`config.mk`:
```
export PLATFORM = sky130hd
export DESIGN_NAME = ram_bus_arbiter
export DESIGN_NICKNAME = d
export VERILOG_FILES = /design/src/rtl/ram_bus_arbiter.sv
export SDC_FILE = /design/constraint.sdc
export NUM_CORES = 1
export LEC_CHECK = 0
export CORE_MARGIN = 5
export CORE_UTILIZATION = 36
export CTS_BUF_LIST = sky130_fd_sc_hd__clkbuf_8 sky130_fd_sc_hd__clkbuf_16
export CTS_CLUSTER_SIZE = 20
export DETAILED_ROUTE_END_ITERATION = 6
export GPL_ROUTABILITY_DRIVEN = 0
export PLACE_DENSITY = 0.86
export SETUP_SLACK_MARGIN = 0.15
export SLEW_MARGIN = 20
export SYNTH_ARGS = -nofsm -noshare
export SYNTH_HDL_FRONTEND = slang
export SYNTH_SLANG_ARGS = --single-unit
```
`constraint.sdc`:
```
create_clock -name clk -period 1.5 [get_ports clk]
set_input_delay 0.225 -clock clk [delete_from_list [all_inputs] [get_ports clk]]
set_output_delay 0.225 -clock clk [all_outputs]
set_load 0.005 [all_outputs]
```
`src/rtl/ram_bus_arbiter.sv`:
```
// Two-requester arbiter sharing one 32-bit memory bus between instruction fetch and data access.
// Grants alternate under contention; a flush drops the result of an in-flight fetch.
module ram_bus_arbiter (
    input  logic        clk,
    input  logic        rst,
    input  logic        flush,
    input  logic        if_ce_i,
    input  logic [31:0] if_addr_i,
    output logic        if_ready_o,
    output logic [31:0] if_data_o,
    input  logic        mem_ce_i,
    input  logic        mem_we_i,
    input  logic [3:0]  mem_sel_i,
    input  logic [31:0] mem_addr_i,
    input  logic [31:0] mem_data_i,
    output logic        mem_ready_o,
    output logic [31:0] mem_data_o,
    output logic        bus_cyc_o,
    output logic        bus_stb_o,
    output logic        bus_we_o,
    output logic [3:0]  bus_sel_o,
    output logic [31:0] bus_addr_o,
    output logic [31:0] bus_data_o,
    input  logic [31:0] bus_data_i,
    input  logic        bus_ack_i
);

    typedef enum logic [1:0] {IDLE, IF_BUS, MEM_BUS, DONE} state_t;

    state_t state, state_next;
    logic   last_grant_mem;
    logic   cancel;
    logic   grant_if, grant_mem;
    logic   if_req;

    assign bus_stb_o = bus_cyc_o;
    assign if_req    = if_ce_i && !flush;

    // NOTE: every always_comb output gets a default first so no path leaves it unassigned (no latch).
    always_comb begin
        state_next = state;
        grant_if   = 1'b0;
        grant_mem  = 1'b0;
        case (state)
            IDLE: begin
                if (mem_ce_i && (!if_req || !last_grant_mem)) begin
                    state_next = MEM_BUS;
                    grant_mem  = 1'b1;
                end else if (if_req) begin
                    state_next = IF_BUS;
                    grant_if   = 1'b1;
                end
            end
            IF_BUS, MEM_BUS: if (bus_ack_i) state_next = DONE;
            DONE:            state_next = IDLE;
            default:         state_next = IDLE;
        endcase
    end

    // NOTE: sequential state uses non-blocking assignments so every register samples pre-edge values.
    always_ff @(posedge clk) begin
        if (rst) begin
            state          <= IDLE;
            last_grant_mem <= 1'b0;
            cancel         <= 1'b0;
            bus_cyc_o      <= 1'b0;
            bus_we_o       <= 1'b0;
            bus_sel_o      <= 4'b0;
            bus_addr_o     <= 32'b0;
            bus_data_o     <= 32'b0;
            if_ready_o     <= 1'b0;
            if_data_o      <= 32'b0;
            mem_ready_o    <= 1'b0;
            mem_data_o     <= 32'b0;
        end else begin
            state       <= state_next;
            if_ready_o  <= 1'b0;
            mem_ready_o <= 1'b0;

            if (grant_if) begin
                bus_cyc_o      <= 1'b1;
                bus_we_o       <= 1'b0;
                bus_sel_o      <= 4'b1111;
                bus_addr_o     <= if_addr_i;
                bus_data_o     <= 32'b0;
                last_grant_mem <= 1'b0;
                cancel         <= 1'b0;
            end

            if (grant_mem) begin
                bus_cyc_o      <= 1'b1;
                bus_we_o       <= mem_we_i;
                bus_sel_o      <= mem_sel_i;
                bus_addr_o     <= mem_addr_i;
                bus_data_o     <= mem_data_i;
                last_grant_mem <= 1'b1;
            end

            // A flush coinciding with the ack still suppresses delivery of the fetch.
            if (state == IF_BUS) begin
                if (bus_ack_i) begin
                    bus_cyc_o <= 1'b0;
                    cancel    <= 1'b0;
                    if (!(cancel || flush)) begin
                        if_ready_o <= 1'b1;
                        if_data_o  <= bus_data_i;
                    end
                end else if (flush) begin
                    cancel <= 1'b1;
                end
            end

            if (state == MEM_BUS && bus_ack_i) begin
                bus_cyc_o   <= 1'b0;
                mem_ready_o <= 1'b1;
                if (!bus_we_o) mem_data_o <= bus_data_i;
            end
        end
    end

endmodule

```
==> results.yml <==
worst_setup_path:
  path_max_fanout: 8
  max_stage_delay_ns: 0.33
  critPathBufInv: 5
  arrival_ns: 1.84
  critPathLaunchType: "flop"
  crit_top_cell: "buf_12"
  cp_slowest_cell: "dfxtp_2"
  rrSetupSlack_ns: -0.04
  crit_required_ns: 1.80
  end_kind: "flop"
  cpLargestDelayFamily: "buffers and inverters"
  criticalPathCategory: "reg -> reg"
  path_cells: "inv_2 > ha_4 > nand2_4 > buf_8 > nor3_4 > buf_12 > buf_12 > clkbuf_16 > a22o_1"
routing:
  viasPerCell: 5.173
  dr.pass1.iters: 4
  wl_per_cell_um: 18.32
  drt-initial-drc-count: 317
  wirelength_mm: 20.87
  vias: 5892
  antenna_left: 0
  drc: 0
floorplan:
  die_y_um: 133.7
  die-area_mm2: 0.01787
  rows: 45
  start_util_pct: 36.49
  core_area_mm2: 0.01509
  ios: 276
  fp.dieW_um: 133.7
min_path:
  hold_class: "in -> reg"
synth:
  yosysUniqueCellTypes: 35
  syn_area_mm2: 0.005507
  synth.most_common_cell: "dfxtp_1"
  synth-seq-area-share_pct: 50.90
  synthTopCellsByCount: "140 x dfxtp_1, 131 x nand2_1, 101 x a21oi_1"
  yosysWarnings: 0
  synth-edff-count: 0
  synth_fp_nets: 775
  syn_avg_cell_area_um2: 8.699
  synthArstFlopShare_pct: 0
  synth_top_area_share_pct: 50.90
  ys_top_cells_by_area: "dfxtp_1 51%, a21oi_1 9.2%, nand2_1 8.9%, o2111a_1 6.5%, a22o_1 5.4%"
  synthCells: 633
  yosysTopAreaCell: "dfxtp_1"
  ys_ff_latch: 140
  synthFlopType: "dfxtp_1"
clock_tree:
  cts_buffers: 17
  cts_buffer_depth: 2
  cts.sinks: 140
  worstSkewPairLatency_ns: 0.41
  ctsHoldBuffers: 0
  cts_root_buf: "clkbuf_16"
  cts_tree: "built"
  htree_num_levels: 4
  clk_pin_slew_ns: 0.06
power:
  powerDensity_mw_per_mm2: 1551
  vdd_drop_max_uv: 808.7
  leakage_nw: 4.446
final_layout:
  drive_gt1_share_pct: 18.95
  final_area_mm2: 0.009893
  syn2layout_area_growth_pct: 79.66
  fin_util_pct: 65.56
  fin_nets: 1080
sta:
  fin_ws_ns: -0.04076
  clock-skew-final_ns: 0.008600
  slew_headroom_pct: 72.58
  fin_crit_sh_pct: 102.7
  setup_viol: 54
  finalHoldViolations: 0
  maxSlewViolCount: 0
  tightest_slew_ns: 0.4113
  post-route-min-period_ns: 1.541
  max_freq_mhz: 649.0
  rsz0062_at_grt: "true"
grt:
  grt_max_degree: 73
  overflow: 0
  antenna_found_initial: 1
  first_global_vias: 5799
  track_usage_pct: 22.06
  grt_pass1_wl_mm: 31.21
outcome:
  violations: "setup timing"
  run_status: "finished, violations left"
place:
  io_buffers: 275
  dpl.hpwl_mm: 12.73
  dpl-instance-area_mm2: 0.008588
run:
  cap_violations: 0
-- kinds of logic (layout without fill, tap and decap cells) --
group	count (synthesis)	in the layout	synth area share [%]
other	0	1	0
AO/OA/AOI/OAI	178	181	22.72
buffers and inverters	66	380	5.931
multiplexers	1	1	0.2045
flip-flops	140	140	50.90
adder cells (fa/ha/maj)	3	3	0.6817
AND/OR/NAND/NOR	245	245	19.56
-- worst min-delay path, delay by kind of cell --
| kind | cells | cell delay (ns) |
|---|---|---|
| buffers and inverters | 2 | 0.36 |
| AO/OA/AOI/OAI | 1 | 0.13 |
-- timing repair --
item                                    in CTS  in global routing
pin swaps                                   15                 12
resized for setup                          208                 34
gates cloned                                12                  2
endpoints found under the setup margin     250                139
buffers inserted                            16                  4
-- stage by stage --
stage | power (mW) | hold WS (ns) | setup WS, ns | std cells | setup TNS [ns]
5_1_grt | 16.14 | 0.3748 | -0.09061 | 1139 | -5.877
6_report | 15.34 | 0.3758 | -0.04076 | 1139 | -0.8263
4_1_cts | 15.12 | 0.3514 | -0.04642 | 1132 | -0.7891
3_3_place_gp | 9.745 | 0.4410 | -0.2594 | 1073 | -20.86
3_5_place_dp | 9.875 | 0.4458 | -0.2864 | 1073 | -23.43
2_1_floorplan | 7.419 | 0.3505 | 0.1321 | 633 | 0
-- sequential cells by signal (all words and copies together), names as in the netlist --
register and count:
bus_addr_o 32, bus_cyc_o 1, bus_data_o 32, bus_sel_o 4, bus_we_o 1, cancel 1, if_data_o 32, if_ready_o 1
last_grant_mem 1, mem_data_o 32, mem_ready_o 1, state 2
-- where the power goes --
part | leakage, nW | internal (mW) | switching [mW]
combinational | 3.00 | 3.37 | 2.83
sequential | 1.15 | 4.45 | 0.404
clock | 0.297 | 2.62 | 1.67
-- routing by layer --
metal	up-vias	routed length, µm	GRT usage [%]
met5	-	0	0
met4	0	639	8.971
met3	44	1362	6.118
met2	235	10450	38.15
met1	2779	8415	25.81
li1	2834	-	-
-- placed cells by master, fill, tap and decap left out, types with 2 or more instances in the layout --
cell type / instances
nor3_2: 2
nor2_1: 64
inv_6: 3
buf_16: 9
a21oi_1: 99
or3_2: 5
nor3_1: 2
nand2_2: 13
a22o_2: 3
clkbuf_16: 19
buf_6: 7
o2111a_1: 32
nand2_1: 103
a21oi_2: 2
ha_4: 2
a211oi_2: 4
and3b_2: 2
inv_1: 8
nor2_2: 2
dfxtp_1: 119
bufinv_16: 3
nand2_4: 15
clkdlybuf4s50_1: 137
inv_2: 3
and3_1: 2
clkinv_4: 4
buf_4: 26
buf_12: 18
or3_1: 27
dfxtp_2: 21
buf_8: 2
a22o_1: 33
dlygate4sd2_1: 136
-- path summary, 6_finish.rpt --
| path | from | to | cells after the start |
|---|---|---|---|
| max | state[1] | bus_data_o[0] | 9 |
| min | rst | mem_data_o[14] | 3 |
| max reg2reg | state[1] | bus_data_o[0] | 9 |
| min reg2reg | if_data_o[1] | if_data_o[1] | 2 |
-- cell type report --
type / instances / area (µm²)
diodes: 1 / 2.502
clock buffers: 17 / 425.4
clock inverters: 14 / 171.4
fillers: 1222 / 5196
inverters: 10 / 40.04
multi-input cells: 430 / 2648
flip-flops and latches: 140 / 2829
well taps: 188 / 235.2
repair buffers: 339 / 3542
(Power assumes the default switching activity.)
